<file path="src/rtl/mc_control_fsm_pkg.sv">
// Shared multicycle-CPU definitions: state codes, opcodes and datapath select encodings.
package mc_control_fsm_pkg;

    typedef enum logic [3:0] {
        S_IDLE     = 4'd0,
        S_FETCH    = 4'd1,
        S_DECODE   = 4'd2,
        S_MEM_ADDR = 4'd3,
        S_MEM_RD   = 4'd4,
        S_MEM_WB   = 4'd5,
        S_MEM_WR   = 4'd6,
        S_R_EXEC   = 4'd7,
        S_R_WB     = 4'd8,
        S_BRANCH   = 4'd9,
        S_JUMP     = 4'd10,
        S_IMM_EXEC = 4'd11,
        S_IMM_WB   = 4'd12,
        S_ERROR    = 4'd13
    } state_t;

    localparam logic [5:0] OP_RTYPE = 6'b000000;
    localparam logic [5:0] OP_LW    = 6'b100011;
    localparam logic [5:0] OP_SW    = 6'b101011;
    localparam logic [5:0] OP_BEQ   = 6'b000100;
    localparam logic [5:0] OP_BNE   = 6'b000101;
    localparam logic [5:0] OP_J     = 6'b000010;
    localparam logic [5:0] OP_ADDI  = 6'b001000;

    localparam logic [1:0] ALU_ADD   = 2'b00;
    localparam logic [1:0] ALU_SUB   = 2'b01;
    localparam logic [1:0] ALU_FUNCT = 2'b10;

    localparam logic [1:0] SRCB_REG  = 2'b00;
    localparam logic [1:0] SRCB_FOUR = 2'b01;
    localparam logic [1:0] SRCB_IMM  = 2'b10;
    localparam logic [1:0] SRCB_BOFS = 2'b11;

    localparam logic [1:0] PC_ALU    = 2'b00;
    localparam logic [1:0] PC_ALUOUT = 2'b01;
    localparam logic [1:0] PC_JUMP   = 2'b10;

    // States that stall on mem_ready and are guarded by the timeout counter.
    function automatic logic is_wait(state_t s);
        return (s == S_FETCH) || (s == S_MEM_RD) || (s == S_MEM_WR);
    endfunction

endpackage

</file>
<file path="src/rtl/mc_control_fsm_timer.sv">
// Memory wait-cycle counter: cleared on clr, counts while inc, saturates at all-ones.
module mem_wait_timer #(
    parameter int TO_W = 8
) (
    input  logic            clk,
    input  logic            rst,
    input  logic            clr,
    input  logic            inc,
    output logic [TO_W-1:0] count
);

    always_ff @(posedge clk) begin
        if (rst || clr)
            count <= '0;
        else if (inc && (count != '1))
            count <= count + 1'b1;
    end

endmodule

</file>
<file path="src/rtl/mc_control_fsm.sv">
// Multicycle CPU control FSM with single-step support, memory timeout and sticky error flags.
module mc_control_fsm
    import mc_control_fsm_pkg::*;
#(
    parameter int MEM_TIMEOUT = 16,
    parameter int TO_W        = 8,
    parameter int ENABLE_IMM  = 1
) (
    input  logic       clk,
    input  logic       rst,
    input  logic [5:0] opcode,
    input  logic       mem_ready,
    input  logic       step_mode,
    input  logic       step,
    output logic       pc_write,
    output logic       pc_write_cond,
    output logic       pc_write_ne,
    output logic       iord,
    output logic       mem_read,
    output logic       mem_write,
    output logic       ir_write,
    output logic       mem_to_reg,
    output logic       reg_dst,
    output logic       reg_write,
    output logic       alu_src_a,
    output logic [1:0] alu_src_b,
    output logic [1:0] alu_op,
    output logic [1:0] pc_src,
    output logic [3:0] state,
    output logic       instr_done,
    output logic       mem_err,
    output logic       illegal_op
);

    localparam logic [TO_W-1:0] TO_LIMIT = TO_W'(MEM_TIMEOUT);

    state_t          cur_state, nxt_state;
    logic [TO_W-1:0] wait_cnt;
    logic            timeout, set_mem_err, set_illegal;

    // Any state change restarts the count, so each wait state starts from zero.
    mem_wait_timer #(.TO_W(TO_W)) u_timer (
        .clk   (clk),
        .rst   (rst),
        .clr   (nxt_state != cur_state),
        .inc   (is_wait(cur_state) && !mem_ready),
        .count (wait_cnt)
    );

    assign timeout = (MEM_TIMEOUT != 0) && (wait_cnt == TO_LIMIT) && !mem_ready;
    assign state   = cur_state;

    always_ff @(posedge clk) begin
        if (rst) begin
            cur_state  <= S_IDLE;
            mem_err    <= 1'b0;
            illegal_op <= 1'b0;
        end else begin
            cur_state <= nxt_state;
            if (set_mem_err) mem_err    <= 1'b1;
            if (set_illegal) illegal_op <= 1'b1;
        end
    end

    always_comb begin
        nxt_state     = cur_state;
        set_mem_err   = 1'b0;
        set_illegal   = 1'b0;
        pc_write      = 1'b0;
        pc_write_cond = 1'b0;
        pc_write_ne   = 1'b0;
        iord          = 1'b0;
        mem_read      = 1'b0;
        mem_write     = 1'b0;
        ir_write      = 1'b0;
        mem_to_reg    = 1'b0;
        reg_dst       = 1'b0;
        reg_write     = 1'b0;
        alu_src_a     = 1'b0;
        alu_src_b     = SRCB_REG;
        alu_op        = ALU_ADD;
        pc_src        = PC_ALU;
        instr_done    = 1'b0;
        // Retire target follows step_mode as sampled at the retire cycle.
        case (cur_state)
            S_IDLE: if (!step_mode || step) nxt_state = S_FETCH;
            S_FETCH: begin
                mem_read  = 1'b1;
                alu_src_b = SRCB_FOUR;
                if (mem_ready) begin
                    ir_write  = 1'b1;
                    pc_write  = 1'b1;
                    nxt_state = S_DECODE;
                end else if (timeout) begin
                    nxt_state   = S_ERROR;
                    set_mem_err = 1'b1;
                end
            end
            S_DECODE: begin
                alu_src_b = SRCB_BOFS;
                case (opcode)
                    OP_RTYPE:      nxt_state = S_R_EXEC;
                    OP_LW, OP_SW:  nxt_state = S_MEM_ADDR;
                    OP_BEQ, OP_BNE: nxt_state = S_BRANCH;
                    OP_J:          nxt_state = S_JUMP;
                    OP_ADDI: begin
                        if (ENABLE_IMM != 0) begin
                            nxt_state = S_IMM_EXEC;
                        end else begin
                            nxt_state   = S_ERROR;
                            set_illegal = 1'b1;
                        end
                    end
                    default: begin
                        nxt_state   = S_ERROR;
                        set_illegal = 1'b1;
                    end
                endcase
            end
            S_MEM_ADDR: begin
                alu_src_a = 1'b1;
                alu_src_b = SRCB_IMM;
                nxt_state = (opcode == OP_SW) ? S_MEM_WR : S_MEM_RD;
            end
            S_MEM_RD: begin
                mem_read = 1'b1;
                iord     = 1'b1;
                if (mem_ready) begin
                    nxt_state = S_MEM_WB;
                end else if (timeout) begin
                    nxt_state   = S_ERROR;
                    set_mem_err = 1'b1;
                end
            end
            S_MEM_WB: begin
                reg_write  = 1'b1;
                mem_to_reg = 1'b1;
                instr_done = 1'b1;
                nxt_state  = step_mode ? S_IDLE : S_FETCH;
            end
            S_MEM_WR: begin
                mem_write = 1'b1;
                iord      = 1'b1;
                if (mem_ready) begin
                    instr_done = 1'b1;
                    nxt_state  = step_mode ? S_IDLE : S_FETCH;
                end else if (timeout) begin
                    nxt_state   = S_ERROR;
                    set_mem_err = 1'b1;
                end
            end
            S_R_EXEC: begin
                alu_src_a = 1'b1;
                alu_op    = ALU_FUNCT;
                nxt_state = S_R_WB;
            end
            S_R_WB: begin
                reg_write  = 1'b1;
                reg_dst    = 1'b1;
                instr_done = 1'b1;
                nxt_state  = step_mode ? S_IDLE : S_FETCH;
            end
            S_IMM_EXEC: begin
                alu_src_a = 1'b1;
                alu_src_b = SRCB_IMM;
                nxt_state = S_IMM_WB;
            end
            S_IMM_WB: begin
                reg_write  = 1'b1;
                instr_done = 1'b1;
                nxt_state  = step_mode ? S_IDLE : S_FETCH;
            end
            S_BRANCH: begin
                alu_src_a     = 1'b1;
                alu_op        = ALU_SUB;
                pc_src        = PC_ALUOUT;
                pc_write_cond = (opcode == OP_BEQ);
                pc_write_ne   = (opcode == OP_BNE);
                instr_done    = 1'b1;
                nxt_state     = step_mode ? S_IDLE : S_FETCH;
            end
            S_JUMP: begin
                pc_write   = 1'b1;
                pc_src     = PC_JUMP;
                instr_done = 1'b1;
                nxt_state  = step_mode ? S_IDLE : S_FETCH;
            end
            S_ERROR: nxt_state = S_ERROR;
            default: nxt_state = S_IDLE;
        endcase
    end

endmodule

</file>
<file path="config.mk">
export PLATFORM = sky130hd
export DESIGN_NAME = mc_control_fsm
export DESIGN_NICKNAME = d
export VERILOG_FILES = /design/src/rtl/mc_control_fsm_pkg.sv /design/src/rtl/mc_control_fsm_timer.sv /design/src/rtl/mc_control_fsm.sv
export SDC_FILE = /design/constraint.sdc
export NUM_CORES = 1
export LEC_CHECK = 0
export ABC_CLOCK_PERIOD_IN_PS = 3000
export CAP_MARGIN = 20
export CORE_MARGIN = 3
export CORE_UTILIZATION = 47
export DETAILED_ROUTE_END_ITERATION = 12
export PLACE_DENSITY = 0.9
export SLEW_MARGIN = 10
export SYNTH_ARGS = -nofsm -noshare
export SYNTH_HDL_FRONTEND = slang
export SYNTH_SLANG_ARGS = --single-unit
</file>
<file path="constraint.sdc">
create_clock -name clk -period 3 [get_ports clk]
set_input_delay 0.9 -clock clk [delete_from_list [all_inputs] [get_ports clk]]
set_output_delay 0.9 -clock clk [all_outputs]
set_load 0.01 [all_outputs]
</file>
==> summary.txt <==
Timing
  – Final setup fails: 0
  – Tmin final: between 2000 and 3000 ps
  – Final Hold Violating Endpoints: 0
  – Max-Slew Margin vs Limit: 57.58%
  – Final Max Tran Viols: 0
  – Clock skew: 7.211 ps
  – RSZ-0062 raised after global routing: true
  – Tcrit/Tclk final: a little over nine tenths
  – Tightest Pin Transition: around 630 ps
  – Maximum clock rate: between 0.3 and 0.4 GHz

Setup path
  – Worst-path fanout max: 8
  – Worst R2R Start: state[1]
  – R2R Setup Slk: 460 ps
  – Critical Path RT: about 3200 ps
  – Worst r2r path cells: 8
  – CP startpoint: opcode[3]
  – Arrival @ worst endpoint: between 3000 and 4000 ps
  – Critical Path End Type: register
  – CP Capture Point: u_timer.count[5]
  – WS Path Type: in -> reg
  – Critical Path Source Type: primary input
  – Worst reg2reg path endpoint: u_timer.count[1]

Synth
  – Largest cells by area after synthesis: dfxtp_1, nor2_1, a21oi_1, nor3_1, xnor2_1
  – Mux share of post-synthesis cell area: around 1.7%
  – Register area share after synthesis: 22.70%
  – Adder-Cell Fraction of Synth Area: 2.026%
  – Cell with the most instances after synthesis: nor2_1
  – Mapped Nets: 175
  – Largest family of logic cells by synthesized area: simple AND/OR/NAND/NOR gates
  – Synth Area in XOR/XNOR: between 4 and 5%
  – Post-synthesis simple-gate area fraction: between 30 and 40%
  – Cell area after synthesis: ~1200 sq um
  – Library cells used by synthesis: 53
  – Leading area contributor after synthesis: dfxtp_1
  – Synth top cells by count: nor2_1, a21oi_1, dfxtp_1, nor3_1, inv_1
  – Yosys top cell area share: 22.70%
  – Complex-gate fraction of the synthesized area: approximately a quarter
  – EDFF count, synth: 0
  – Ys async rst share: 0%
  – Most used flip-flop cell after synthesis: dfxtp_1
  – Synth warnings: 0
  – Avg Cell Area, Syn: between 7 and 8 sq um
  – Post-Synthesis Cells: around 160
  – Post-synthesis register bit count: 14

Pwr
  – Worst IR Drop VDD: roughly 0.34 mV
  – Pleak: 0.6400 nW
  – Pwr dens: around 360 nW/um^2

Clock tree
  – Sink Count: 14
  – # H-tree levels: 1
  – Clk buf depth: 2
  – Clock Latency Late Sink: roughly 280 ps
  – TritonCTS Buffers: 3
  – Setup Fix Bufs, Post-CTS: 0
  – Root buffer cell: clkbuf_4
  – CTS tree: built
  – Clk slew on worst S/H paths: about 70 ps

Run
  – Max-capacitance violation count: 0

Cells and area
  – Layout cells sized above 1: between 10% and 20%
  – Post-route insts no fill: around 240
  – Layout Nets: roughly 220
  – Diode count: 0
  – Area Overhead vs Synth: 37.69%
  – Post-route cell area: 1700 sq um

Status
  – Outcome: finished clean

Place
  – I/O Buffers: 34
  – RD Place Congestion: slightly below 0.9
  – DPL Wire Length: approximately 3.0 mm
  – Placed cell count: around 230
  – Placed inst area: between 1500 and 2000 sq um

Route
  – Routed wire length: between 3 and 4 mm
  – First-pass iteration count of the detailed router: 5
  – DRC violations left: 0
  – Vias per cell: between 6 and 7
  – Wire length per cell: 15.61 um
  – DRT antenna net count: 0
  – DR vias: 1436
  – DRT iter0 DRCs: 69

Die
  – # IOs: 35
  – Die H: between 50 and 60 um
  – DIE AREA: 3279 sq um
  – Rows: 17
  – Die Span X: around 57 um
  – Core area: ~2300 sq um
  – Initial Util: 52.78%

Global routing
  – Global-route wire length before repair: 6.313 mm
  – GRT overflow: 0
  – Initial antenna violation count: 0
  – Pin count of the biggest net entering global routing: 21
  – Vias in the first global route: around 1.4k
  – GRT Overall Usage: 23.63%

Worst hold path
  – Min-delay src: illegal_op
  – HP Class: reg -> reg
-- worst max-delay path, cell delays in order --
cell and delay [ps]:
clkdlybuf4s50_1 460, or4b_1 520, o31a_1 280, a311oi_2 330, o21ai_1 180, o221ai_2 180, buf_4 190, nor3_1 70
-- per-layer routing --
layer	GRT usage, %	vias up	part of all wire (%)
met2	41.92	74	52
met4	6.623	0	1.4
met5	0	-	0
met3	2.262	6	6.3
met1	30.27	667	40
li1	-	689	-
-- state kept, by name (all words and copies together), names as in the netlist --
register and flops:
u_timer.count 8, illegal_op 1, state 4, mem_err 1
-- how the worst min path moves through the flow --
stage | end | slack (ps) | cells past startpoint
after detailed placement | illegal_op | 470 | 2
final | illegal_op | 470 | 2
after global placement | mem_err | 460 | 2
after global routing | illegal_op | 520 | 2
after floorplan | illegal_op | 500 | 2
after CTS | illegal_op | 480 | 2
-- power breakdown --
part,switching [mW],internal (mW)
sequential,0.0113,0.194
clock,0.0554,0.0465
combinational,0.162,0.140
-- cells in the final DEF, fill, tap and decap left out, drive strengths merged, types with 2 or more instances in the layout --
cell type / n
clkdlybuf4s50: 28
inv: 9
nand3: 6
xnor2: 5
and2b: 2
o21ai: 8
xor2: 2
nand2: 5
a21boi: 3
nor2: 24
and3: 2
o2111ai: 2
clkbuf: 5
nor4b: 2
a21oi: 15
dlygate4sd2: 4
a211oi: 2
a311oi: 2
buf: 19
dfxtp: 14
nand4: 2
nor4: 2
nor3b: 2
ha: 2
or4b: 2
nand2b: 5
nor3: 14
-- cell type report --
type                            instances  area (sq um)
Timing Repair Buffer                   53         467.9
Inverter                                9         33.78
Clock buffer                            3         22.52
Tap cell                               28         35.03
Sequential cell                        14         280.3
Fill cell                             204         639.4
Multi-Input combinational cell        130         860.8
-- per-stage QoR --
stage | hold WS [ps] | utilization, % | worst slack, ps | power (mW) | setup TNS (ps)
3_5_place_dp | 465.3 | 71.28 | -352.8 | 0.5047 | -3165
2_1_floorplan | 502.3 | - | 425.8 | 0.3849 | 0
5_1_grt | 524.8 | 72.67 | -2.308 | 0.6469 | -3.997
3_3_place_gp | 455.8 | 71.28 | -242.8 | 0.4918 | -1952
4_1_cts | 482.1 | 72.35 | 9.048 | 0.6024 | 0
6_report | 472.8 | 72.67 | 51.76 | 0.6086 | 0
-- repair_timing --
action / 4_1_cts / 5_1_grt
hold buffers: 0 / 0
resized for setup: 8 / 7
endpoints found under the setup margin: 5 / 5
cloned: 0 / 0
hold endpoints to repair: 0 / 0
pin swaps: 0 / 0
-- logic make-up after synthesis --
| family | after synthesis |
|---|---|
| compound gates | 46 |
| xor+xnor | 7 |
| fa+ha+maj | 2 |
| buf+inv | 18 |
| flops | 14 |
| mux | 2 |
| simple gates | 73 |
(Power assumes the default switching activity.)
